$ cat config.mk
export PLATFORM = sky130hd
export DESIGN_NAME = vga_scan
export DESIGN_NICKNAME = d
export VERILOG_FILES = /design/src/rtl/vga_pkg.sv /design/src/rtl/vga_sync_cnt.sv /design/src/rtl/vga_scan.sv
export SDC_FILE = /design/constraint.sdc
export NUM_CORES = 1
export LEC_CHECK = 0
export ABC_AREA = 1
export CORE_UTILIZATION = 30
export DETAILED_ROUTE_END_ITERATION = 10
export DONT_BUFFER_PORTS = 1
export REMOVE_ABC_BUFFERS = 1
export SETUP_SLACK_MARGIN = 0.1
export SLEW_MARGIN = 10
export SYNTH_ARGS = -nofsm -noshare
export SYNTH_HDL_FRONTEND = slang
export SYNTH_SLANG_ARGS = --single-unit
$ cat constraint.sdc
create_clock -name i_clk -period 3.1 [get_ports i_clk]
set_input_delay 0.775 -clock i_clk [delete_from_list [all_inputs] [get_ports i_clk]]
set_output_delay 0.775 -clock i_clk [all_outputs]
set_load 0.01 [all_outputs]
$ cat src/rtl/vga_pkg.sv
// Shared timing constants and colour type for the 640x480@60 Hz raster scan.
package vga_pkg;

   localparam int H_VIS  = 640;
   localparam int H_FP   = 16;
   localparam int H_SYNC = 96;
   localparam int H_BP   = 48;
   localparam int H_TOT  = H_VIS + H_FP + H_SYNC + H_BP;

   localparam int V_VIS  = 480;
   localparam int V_FP   = 10;
   localparam int V_SYNC = 2;
   localparam int V_BP   = 33;
   localparam int V_TOT  = V_VIS + V_FP + V_SYNC + V_BP;

   localparam int CNT_W   = 10;
   localparam int FRAME_W = 8;

   typedef logic [11:0] color_t;

   localparam color_t COLOR_WHITE = 12'hFFF;
   localparam color_t COLOR_BLACK = 12'h000;

endpackage

$ cat src/rtl/vga_sync_cnt.sv
// Horizontal/vertical scan counters with visible and sync decode.
// Produces the stage-0 registered address, rdn and (undelayed) sync levels.
module vga_sync_cnt
   import vga_pkg::*;
#(
   parameter int P_H_VIS  = H_VIS,
   parameter int P_H_FP   = H_FP,
   parameter int P_H_SYNC = H_SYNC,
   parameter int P_H_BP   = H_BP,
   parameter int P_V_VIS  = V_VIS,
   parameter int P_V_FP   = V_FP,
   parameter int P_V_SYNC = V_SYNC,
   parameter int P_V_BP   = V_BP
)(
   input  logic       i_clk,
   input  logic       i_rst,
   output logic [8:0] o_row_addr,
   output logic [9:0] o_col_addr,
   output logic       o_rdn,
   output logic       o_hs_n,
   output logic       o_vs_n,
   output logic       o_vblank_start
);

   localparam logic [CNT_W-1:0] L_H_VIS  = CNT_W'(P_H_VIS);
   localparam logic [CNT_W-1:0] L_H_LAST = CNT_W'(P_H_VIS + P_H_FP + P_H_SYNC + P_H_BP - 1);
   localparam logic [CNT_W-1:0] L_HS_BEG = CNT_W'(P_H_VIS + P_H_FP);
   localparam logic [CNT_W-1:0] L_HS_END = CNT_W'(P_H_VIS + P_H_FP + P_H_SYNC);
   localparam logic [CNT_W-1:0] L_V_VIS  = CNT_W'(P_V_VIS);
   localparam logic [CNT_W-1:0] L_V_LAST = CNT_W'(P_V_VIS + P_V_FP + P_V_SYNC + P_V_BP - 1);
   localparam logic [CNT_W-1:0] L_VS_BEG = CNT_W'(P_V_VIS + P_V_FP);
   localparam logic [CNT_W-1:0] L_VS_END = CNT_W'(P_V_VIS + P_V_FP + P_V_SYNC);

   logic [CNT_W-1:0] r_h_cnt;
   logic [CNT_W-1:0] r_v_cnt;
   logic             w_visible;
   logic             w_hs_n;
   logic             w_vs_n;

   assign w_visible      = (r_h_cnt < L_H_VIS) && (r_v_cnt < L_V_VIS);
   assign w_hs_n         = !((r_h_cnt >= L_HS_BEG) && (r_h_cnt < L_HS_END));
   assign w_vs_n         = !((r_v_cnt >= L_VS_BEG) && (r_v_cnt < L_VS_END));
   assign o_vblank_start = (r_h_cnt == '0) && (r_v_cnt == L_V_VIS);

   // Free-running raster position; v advances on h wrap.
   always_ff @(posedge i_clk or posedge i_rst) begin
      if (i_rst) begin
         r_h_cnt <= '0;
         r_v_cnt <= '0;
      end else if (r_h_cnt == L_H_LAST) begin
         r_h_cnt <= '0;
         r_v_cnt <= (r_v_cnt == L_V_LAST) ? '0 : r_v_cnt + CNT_W'(1);
      end else begin
         r_h_cnt <= r_h_cnt + CNT_W'(1);
      end
   end

   // Stage 0: registered addresses (zeroed in blanking) and sync levels.
   always_ff @(posedge i_clk or posedge i_rst) begin
      if (i_rst) begin
         o_row_addr <= '0;
         o_col_addr <= '0;
         o_rdn      <= 1'b1;
         o_hs_n     <= 1'b1;
         o_vs_n     <= 1'b1;
      end else begin
         o_row_addr <= w_visible ? r_v_cnt[8:0] : 9'd0;
         o_col_addr <= w_visible ? r_h_cnt      : 10'd0;
         o_rdn      <= !w_visible;
         o_hs_n     <= w_hs_n;
         o_vs_n     <= w_vs_n;
      end
   end

endmodule

$ cat src/rtl/vga_scan.sv
// Raster scan top: address issue, one-cycle colour return pipeline,
// sync delayed to match colour, and the per-N-frame game tick.
// Optional VGA_BORDER_EN: force a white one-pixel frame around the screen.
module vga_scan
   import vga_pkg::*;
#(
   parameter int P_H_VIS     = H_VIS,
   parameter int P_H_FP      = H_FP,
   parameter int P_H_SYNC    = H_SYNC,
   parameter int P_H_BP      = H_BP,
   parameter int P_V_VIS     = V_VIS,
   parameter int P_V_FP      = V_FP,
   parameter int P_V_SYNC    = V_SYNC,
   parameter int P_V_BP      = V_BP,
   parameter int P_FRESH_DIV = 1
)(
   input  logic        i_clk,
   input  logic        i_rst,
   input  logic [11:0] i_px_rgb,
   output logic [8:0]  o_row_addr,
   output logic [9:0]  o_col_addr,
   output logic        o_rdn,
   output logic        o_fresh,
   output logic        o_hs,
   output logic        o_vs,
   output logic [3:0]  o_r,
   output logic [3:0]  o_g,
   output logic [3:0]  o_b
);

   localparam logic [FRAME_W-1:0] L_DIV_LAST = FRAME_W'(P_FRESH_DIV - 1);

   logic              w_rdn;
   logic              w_hs_n;
   logic              w_vs_n;
   logic              w_vblank_start;
   color_t            w_pix;
   color_t            r_rgb;
   logic              r_hs_n;
   logic              r_vs_n;
   logic [FRAME_W-1:0] r_frame;
   logic              r_fresh;

   vga_sync_cnt #(
      .P_H_VIS  (P_H_VIS),
      .P_H_FP   (P_H_FP),
      .P_H_SYNC (P_H_SYNC),
      .P_H_BP   (P_H_BP),
      .P_V_VIS  (P_V_VIS),
      .P_V_FP   (P_V_FP),
      .P_V_SYNC (P_V_SYNC),
      .P_V_BP   (P_V_BP)
   ) u_sync_cnt (
      .i_clk          (i_clk),
      .i_rst          (i_rst),
      .o_row_addr     (o_row_addr),
      .o_col_addr     (o_col_addr),
      .o_rdn          (w_rdn),
      .o_hs_n         (w_hs_n),
      .o_vs_n         (w_vs_n),
      .o_vblank_start (w_vblank_start)
   );

   assign o_rdn = w_rdn;

`ifdef VGA_BORDER_EN
   localparam logic [8:0] L_ROW_LAST = 9'(P_V_VIS - 1);
   localparam logic [9:0] L_COL_LAST = 10'(P_H_VIS - 1);

   logic w_border;

   // Stage-0 addresses are the ones the renderer answered, so the border
   // decision lines up with the returned colour.
   assign w_border = (o_row_addr == 9'd0) || (o_row_addr == L_ROW_LAST) ||
                     (o_col_addr == 10'd0) || (o_col_addr == L_COL_LAST);
   assign w_pix    = w_border ? COLOR_WHITE : i_px_rgb;
`else
   assign w_pix    = i_px_rgb;
`endif

   // Stage 1: capture renderer colour, blank it outside the visible area,
   // and delay sync by the same amount.
   always_ff @(posedge i_clk or posedge i_rst) begin
      if (i_rst) begin
         r_rgb  <= COLOR_BLACK;
         r_hs_n <= 1'b1;
         r_vs_n <= 1'b1;
      end else begin
         r_rgb  <= w_rdn ? COLOR_BLACK : w_pix;
         r_hs_n <= w_hs_n;
         r_vs_n <= w_vs_n;
      end
   end

   // Frame divider: tick once every P_FRESH_DIV vblank starts.
   always_ff @(posedge i_clk or posedge i_rst) begin
      if (i_rst) begin
         r_frame <= '0;
         r_fresh <= 1'b0;
      end else begin
         r_fresh <= 1'b0;
         if (w_vblank_start) begin
            if (r_frame == L_DIV_LAST) begin
               r_frame <= '0;
               r_fresh <= 1'b1;
            end else begin
               r_frame <= r_frame + FRAME_W'(1);
            end
         end
      end
   end

   assign o_fresh = r_fresh;
   assign o_hs    = r_hs_n;
   assign o_vs    = r_vs_n;
   assign o_r     = r_rgb[11:8];
   assign o_g     = r_rgb[7:4];
   assign o_b     = r_rgb[3:0];

endmodule

==> results of run 1 <==
[layer usage]
layer / GRT usage (%) / vias to the layer above
met5: 0 / -
met4: 5.165 / 0
met3: 5.609 / 8
met2: 20.24 / 61
met1: 16.14 / 1018
li1: - / 1073
[report_power, final]
group,switching (uW),internal [uW],total (uW)
Sequential,6.92,856,863
Combinational,20.3,5.37,25.6
Clock,343,419,763
Total,371,1280,1650
[through the flow]
step / power [uW] / instances / setup WS, ns
2_1_floorplan: 896.2 / 341 / 0.7068
3_3_place_gp: 906.3 / 475 / 1.504
3_5_place_dp: 907.1 / 475 / 1.440
4_1_cts: 1678 / 491 / 1.246
5_1_grt: 1720 / 491 / 1.215
6_report: 1651 / 491 / 1.268
[cell usage in the layout, fill, tap and decap left out, types with 2 or more instances in the layout]
cell / Yosys / layout
nor2_1: 60 / 60
clkinvlp_4: 0 / 2
inv_2: 3 / 4
nand2_1: 66 / 66
nand2_2: 2 / 2
inv_1: 56 / 55
ha_1: 6 / 6
nor2_2: 11 / 11
dfstp_2: 5 / 5
nand4_1: 9 / 9
nand3_1: 20 / 20
nor3_1: 8 / 8
clkbuf_8: 0 / 11
dfrtp_1: 60 / 60
nor2_4: 3 / 3
xor2_1: 11 / 11
o21ai_0: 12 / 12
[cell families (layout without fill, tap and decap cells)]
group                      count (synthesis)  in the layout
DFF                                       65             65
AOI/OAI and AO/OA                         14             14
and+or+nand+nor                          185            185
xor gates and xnor gates                  12             12
buffers and inverters                     63             76
adders and majority gates                  6              6
[registers in the layout, indices dropped and copies added (netlist names)]
signal	count
u_sync_cnt.o_rdn	1
o_vs	1
o_hs	1
u_sync_cnt.o_row_addr	9
u_sync_cnt.r_h_cnt	10
r_frame	8
u_sync_cnt.o_vs_n	1
u_sync_cnt.o_col_addr	10
u_sync_cnt.o_hs_n	1
u_sync_cnt.r_v_cnt	10
r_rgb	12
o_fresh	1
[how the worst max path moves through the flow]
stage | from | to | slack, ns | cells past startpoint
final | u_sync_cnt.o_rdn | o_rdn | 1.27 | 0
after global routing | u_sync_cnt.o_rdn | o_rdn | 1.22 | 0
after CTS | u_sync_cnt.o_rdn | o_rdn | 1.25 | 0
after detailed placement | u_sync_cnt.r_v_cnt[0] | r_frame[7] | 1.44 | 9
after global placement | u_sync_cnt.r_h_cnt[0] | u_sync_cnt.r_v_cnt[4] | 1.50 | 7
after floorplan | i_rst | o_fresh | 0.71 | 1
[layout make-up]
type	count	share of cell area, %
Tap cell	133	4.952
Clock buffer	11	4.505
Inverter	59	6.590
Multi-Input combinational cell	217	32.91
Sequential cell	65	48.59
Clock inverter	5	1.862
Timing Repair Buffer	1	0.5957
==> metrics.cfg, run 1 <==
[sta]
finalCritPeriodShare_pct = 59.10
worst_slew_pin_slew_ns = 0.6424
grt_setup_unrepaired = no
drv_slew = 0
fin_hold_ws_ns = 0.3601
hold_viol_final = 0
fmax_mhz = 545.8
setup_tns_ns = 0
slew_headroom_pct = 57.11
period_needed_ns = 1.832
fin_skew_ns = 0.008999
setup_viol = 0

[cells_and_area]
design_area_um2 = 3361
fillerInstances = 1020
area_growth_pct = 12.01
n_antenna_cell = 0
regArea_um2 = 1633
final_core_util_pct = 34.54
fin_nets = 373
drive_gt1_share_pct = 13.13
multi_input_area_um2 = 1106

[setup_path]
arrival_ns = 1.06
regToRegSetupSlack_ns = 1.43
cp-start-kind = flop
r2r_end = r_frame[0]
crit_required_ns = 2.32
rr_worst_depth = 9
worst_r2r_startpoint = u_sync_cnt.r_v_cnt[0]
setup.worst_path.class = flop to primary output
setup.worst_path.end_class = primary output
cp_max_fo = 13

[die]
dieArea_um2 = 10410
design.core.area_um2 = 9729
initial_core_util_pct = 30.84
die_h_um = 102.0
row_count = 36
ios = 49
die_x_um = 102.0

[power]
irDropWorstVdd_v = 0.0001428
p_leak_uw = 0.001749
power_density_nw_per_um2 = 491.2

[route]
dr.pass1.iters = 4
met1_length_um = 2742
top_layer_used = met4
wl_um = 6104
antenna_left = 0
drt_iter0_drc = 155
wire_per_inst_um = 12.43
viasPerCell = 4.399
dr_wl_met2_um = 2826
num_vias = 2160
dr_wl_met3_um = 450
route.detailed.drc = 0

[synth]
syn_area_um2 = 3000
synth_top_area_share_pct = 50.04
seq_area_frac_synth_pct = 54.42
synth_xor_area_share_pct = 3.503
yosysMostFrequentCell = nand2_1
synthCells = 345
synthAdderAreaFrac_pct = 2.502
synthTopCellsByCount = 66 x nand2_1, 60 x dfrtp_1, 60 x nor2_1
synth_seq_cells = 65
ys.warnings.count = 0
synth_area_leaders = dfrtp_1 50%, nand2_1 8.3%, nor2_1 7.5%
muxShareOfSynthArea_pct = 0
synth_area_per_cell_um2 = 8.697
synth_top_family_by_area = simple AND/OR/NAND/NOR gates
synth_cell_types = 28
synth_edf_count = 0
yosys.area_share.simple_pct = 28.40
synth-main-ff-cell = dfrtp_1
yosys.area.top_type = dfrtp_1
synth_async_sr_flop_share_pct = 100.0
synth_compound_area_share_pct = 2.460

[status]
status = complete, no violations

[clocking]
insertion_delay_ns = 0.35
numCtsBuffers = 9
clk_path_buf_depth = 2
cts.sink_count = 65
path_clk_slew_ns = 0.08
cts_tree = yes
cts_max_level = 3
clock-root-buffer = clkbuf_8
cts_hold_buf = 0
post-cts-setup-buffer-count = 0
cts_resized = 0

[placement]
port_buffers = 0
dp_hpwl_um = 4314
post_dp_cell_area_um2 = 3147
place_congestion = 0.8331

[min_path]
min_to = o_vs
hold_start = u_sync_cnt.o_vs_n
hold_depth = 0
hp-class = flop to flop

[grt]
grt_max_degree = 37
grt_pass1_vias = 2136
grtUsageTotal_pct = 13.10
antenna_found_initial = 0
grt_pass1_wl_um = 10350
grt-ovfl-total = 0

[flow_run]
drv_cap = 0

(Power assumes the default switching activity.)
==> run 2: changes to the inputs <==
==> constraint.sdc (replaced) <==
create_clock -name i_clk -period 1.65 [get_ports i_clk]
set_input_delay 0.4125 -clock i_clk [delete_from_list [all_inputs] [get_ports i_clk]]
set_output_delay 0.4125 -clock i_clk [all_outputs]
set_load 0.01 [all_outputs]
==> run 2 against run 1 <==
Critical path type unchanged. Clock skew shrank 0.0038 ns. Critical endpoint unchanged. Routed wire length grew 1.8%. Non-clock buffer count grew 13. Clock power grew 78%. Register-to-register slack lost 1.2 ns. Global-route usage is essentially flat.
==> metrics.cfg, run 2 (synthesis gave the netlist of run 1 again) <==
[cells_and_area]
design_area_um2 = 3525
mostFrequentLayoutCells = 66 x nand2_1, 59 x dfrtp_1, 57 x nor2_1, 50 x inv_1, 18 x nand3_1
fin_nets = 386
n_antenna_cell = 0
fillerInstances = 1013
largest_register_ffs = 12
multi_input_area_um2 = 1174
top_register = r_rgb
regArea_um2 = 1634
drive_gt1_share_pct = 19.95
final_core_util_pct = 36.23
area_growth_pct = 17.47
final_common_cell = nand2_1

[route]
dr.pass1.iters = 4
antenna_left = 0
num_vias = 2228
wire_per_inst_um = 12.33
viasPerCell = 4.421
drt_iter0_drc = 137
route.detailed.drc = 0
wl_um = 6214

[sta]
postLayoutSetupSlackWorst_ns = 0.2052
grt_setup_unrepaired = no
drv_slew = 0
worst_slew_pin_slew_ns = 0.3419
hold_viol_final = 0
period_needed_ns = 1.445
slew_headroom_pct = 77.17
fin_skew_ns = 0.005155
fmax_mhz = 692.1
fin_hold_ws_ns = 0.1576
finalCritPeriodShare_pct = 87.56
setup_viol = 0

[clocking]
cts_tree = yes
path_clk_slew_ns = 0.07
clk_path_buf_depth = 2
cts.sink_count = 65
numCtsBuffers = 9
clock-root-buffer = clkbuf_8
cts_max_level = 3
insertion_delay_ns = 0.34

[setup_path]
setup.worst_path.class = flop to primary output
cp-start-kind = flop
arrival_ns = 1.03
cp_num_cells = 0
setup.worst_path.end_class = primary output
rr_worst_depth = 8
crit_required_ns = 1.24
cp_max_fo = 13

[grt]
grtUsageTotal_pct = 13.09
grt_max_degree = 37
antenna_found_initial = 0
grt-ovfl-total = 0
grt_pass1_wl_um = 10250
grt_pass1_vias = 2146

[die]
ios = 49
row_count = 36
design.core.area_um2 = 9729
dieArea_um2 = 10410
die_x_um = 102.0
initial_core_util_pct = 30.84
die_h_um = 102.0

[placement]
place_congestion = 0.8615
port_buffers = 0
post_dp_cell_area_um2 = 3184
place_ws_ns = -0.05131
dp_hpwl_um = 4332

[power]
power_density_nw_per_um2 = 859.9
p_leak_uw = 0.001822
irDropWorstVdd_v = 0.0002764
total_power_uw = 3031

[min_path]
hp-class = input pin to flop
hold_depth = 2

[flow_run]
drv_cap = 0

[status]
status = complete, no violations

## run 2: metal layers
metal | GRT usage (%) | up-vias | wire length (um)
met5 | 0 | - | 0
met4 | 6.264 | 0 | 134
met3 | 5.130 | 12 | 424
met2 | 19.98 | 61 | 2854
met1 | 16.20 | 1054 | 2801
li1 | - | 1101 | -
## run 2: metrics by stage
stage / setup TNS [ns] / instances
5_1_grt: 0 / 504
3_3_place_gp: 0 / 480
4_1_cts: 0 / 498
6_report: 0 / 504
2_1_floorplan: -22.84 / 341
3_5_place_dp: -0.3497 / 480
## run 2: timing repair
| item | CTS | global route |
|---|---|---|
| endpoints found under the hold margin | 12 | 0 |
| pin swaps | 3 | 5 |
| buffers inserted | 1 | 6 |
| resized for setup | 6 | 14 |
| cloned | 0 | 0 |
| hold buffers | 1 | 0 |
| setup endpoints to repair | 14 | 21 |
## run 2: path summary, 6_finish.rpt
path / startpoint / end / slack, ns
max in group asynchronous: i_rst / u_sync_cnt.o_rdn / 0.59
min: i_px_rgb[6] / r_rgb[6] / 0.16
min reg2reg: u_sync_cnt.o_vs_n / o_vs / 0.36
min in group asynchronous: i_rst / r_rgb[0] / 0.48
max: u_sync_cnt.o_rdn / o_rdn / 0.21
max reg2reg: u_sync_cnt.r_h_cnt[0] / r_frame[5] / 0.22
## run 2: cell type report
cell class | instances | area share [%]
Sequential cell | 65 | 46.36
Multi-Input combinational cell | 217 | 33.30
Inverter | 59 | 6.283
Tap cell | 133 | 4.721
Clock buffer | 11 | 4.011
Timing Repair Buffer | 14 | 3.763
Clock inverter | 5 | 1.562
## run 2: power breakdown
part           internal (uW)  switching (uW)  leakage (uW)  total (uW)
sequential              1610            13.5      0.000839        1620
combinational           13.2            38.7      0.000888        51.8
clock                    734             624     0.0000953        1360
==> run 3: changes to the inputs <==
--- a/config.mk
+++ b/config.mk
@@ -6,6 +6,7 @@
 export NUM_CORES = 1
 export LEC_CHECK = 0
 export ABC_AREA = 1
+export ABC_CLOCK_PERIOD_IN_PS = 1650
 export CORE_UTILIZATION = 30
 export DETAILED_ROUTE_END_ITERATION = 10
 export DONT_BUFFER_PORTS = 1
==> constraint.sdc (replaced) <==
create_clock -name i_clk -period 1.65 [get_ports i_clk]
set_input_delay 0.495 -clock i_clk [delete_from_list [all_inputs] [get_ports i_clk]]
set_output_delay 0.495 -clock i_clk [all_outputs]
set_load 0.01 [all_outputs]
==> run 3 against run 2 <==
First-iteration DRC count fell by 12%. Via count fell by 0.49%. Cell count fell by 0.60%. Fmax fell by 3.5%. Clock power rose by 6%. Die area did not move. Worst hold slack got worse by 0.088 ns. Sequential power barely moved. Critical path depth did not move. Sequential share of layout area rose by 0.18 points. Clock-buffer cell count fell by 1. Critical path type unchanged. Largest power group unchanged. Highest routed layer unchanged.
==> metrics.cfg, run 3 (synthesis gave the netlist of run 1 again) <==
[placement]
numPlacedInstances = 480
place_congestion = 0.8707
port_buffers = 0
dp_hpwl_um = 4268
place_ws_ns = -0.06088

[power]
p_sw_uw = 731.2
pwr-share-seq_pct = 52.2
irDropWorstVdd_v = 0.0003312
power_density_nw_per_um2 = 884.3
p_leak_uw = 0.001821
power_frac_comb_pct = 1.5
p_int_uw = 2376
p_clk_share_pct = 46.4
swShare_pct = 23.54

[die]
initial_core_util_pct = 30.84
die_x_um = 102.0
ios = 49
design.core.area_um2 = 9729
dieArea_um2 = 10410
row_count = 36
die_h_um = 102.0

[cells_and_area]
mostFrequentLayoutCells = 66 x nand2_1, 58 x nor2_1, 58 x dfrtp_1, 51 x inv_1, 18 x nand3_1
final_core_util_pct = 36.11
multi_input_area_um2 = 1186
stdcell_count = 501
area_growth_pct = 17.10
drive_gt1_share_pct = 19.57
regArea_um2 = 1635
largest_register_ffs = 12
final_common_cell = nand2_1
n_antenna_cell = 0
fin_nets = 383
top_register = r_rgb
fillerInstances = 1045

[route]
route.detailed.drc = 0
wire_per_inst_um = 12.41
antenna_left = 0
drt_iter0_drc = 120
wl_um = 6216
dr.pass1.iters = 4
num_vias = 2217
viasPerCell = 4.425

[sta]
fin_skew_ns = 0.01026
slew_headroom_pct = 65.48
period_needed_ns = 1.497
postLayoutSetupSlackWorst_ns = 0.1526
drv_slew = 0
finalCritPeriodShare_pct = 90.75
fmax_mhz = 667.8
worst_slew_pin_slew_ns = 0.5178
grt_setup_unrepaired = yes
setup_viol = 0
hold_viol_final = 0

[grt]
grtUsageTotal_pct = 13.23
grt_max_degree = 41
grt_pass1_wl_um = 10450
antenna_found_initial = 0
grt_pass1_vias = 2208
grt-ovfl-total = 0

[setup_path]
crit_required_ns = 1.15
r2r_end = r_frame[0]
rr_worst_depth = 9
worst_r2r_startpoint = u_sync_cnt.r_v_cnt[1]
setup.worst_path.class = flop to primary output
arrival_ns = 1.00
cp_max_fo = 8
setup.worst_path.end_class = primary output
regToRegSetupSlack_ns = 0.17
cp-start-kind = flop

[clocking]
clk_path_buf_depth = 2
cts_max_level = 3
cts_tree = yes
clock-root-buffer = clkbuf_8
path_clk_slew_ns = 0.08
numCtsBuffers = 9
cts_hold_buf = 0
insertion_delay_ns = 0.35
cts.sink_count = 65

[min_path]
hp-class = input pin to asynchronous set/reset pin

[status]
status = complete, no violations

[flow_run]
drv_cap = 0

==> run 3: changes by cell type in the layout (fill, tap and decap cells not counted), moves of 2 or more <==
cell	before	now
buf_4	11	9
inv_6	0	3
nor2_2	14	12
clkinvlp_4	2	0
clkinv_4	0	2
clkinv_2	2	0
==> run 3: layer usage <==
metal | routed length, um | track usage (%) | up-vias
li1 | - | - | 1097
met1 | 2824 | 15.93 | 1054
met2 | 2909 | 20.96 | 54
met3 | 361 | 4.788 | 12
met4 | 121 | 6.484 | 0
met5 | 0 | 0 | -
==> run 3: power by group through the flow <==
stage	Sequential (uW)	Clock (uW)	Combinational (uW)
after floorplan	1650	0	33.4
after CTS	1620	1470	49.8
after global routing	1620	1550	56.6
after detailed placement	1650	0	49.8
final	1620	1440	46.1
after global placement	1650	0	48.5
==> run 3: metrics by stage <==
step,power (uW),instance area (um2),TNS [ns],hold WS [ns]
5_1_grt,3226,3513,0,0.08411
4_1_cts,3139,3426,0,0.06791
3_5_place_dp,1702,3172,-0.3484,0.3498
2_1_floorplan,1684,2960,-28.18,0.3452
6_report,3107,3513,0,0.07003
3_3_place_gp,1700,3172,0,0.3481
==> run 3: how the worst max path moves through the flow <==
stage	start	endpoint	slack [ns]	depth (start not counted)
after floorplan	i_rst	o_fresh	-0.46	1
after detailed placement	u_sync_cnt.r_v_cnt[1]	r_frame[0]	-0.06	9
final	u_sync_cnt.o_rdn	o_rdn	0.15	0
after CTS	u_sync_cnt.r_v_cnt[0]	r_frame[0]	0.10	9
after global routing	u_sync_cnt.r_v_cnt[1]	r_frame[7]	0.08	9
after global placement	u_sync_cnt.r_v_cnt[1]	r_frame[2]	0.03	9
==> run 3: cell type report <==
| cell class | count | area share [%] |
|---|---|---|
| clock buffer | 10 | 3.917 |
| clock inverter | 6 | 2.101 |
| inverter | 59 | 6.303 |
| multi-input combinational | 217 | 33.76 |
| sequential | 65 | 46.55 |
| tap | 133 | 4.736 |
| timing repair buffer | 11 | 2.635 |
==> run 3: worst reg2reg max path: cells and delay by family (launching register included) <==
kind	cells	cell delay, ns
buffers and inverters	3	0.29
DFF	1	0.42
adders and majority gates	1	0.15
and+or+nand+nor	5	0.50
==> run 3: timing repair <==
item | 4_1_cts | 5_1_grt
setup buffers | 2 | 3
cloned | 0 | 0
pin swaps | 2 | 5
setup endpoints to repair | 15 | 22
resized for setup | 4 | 18
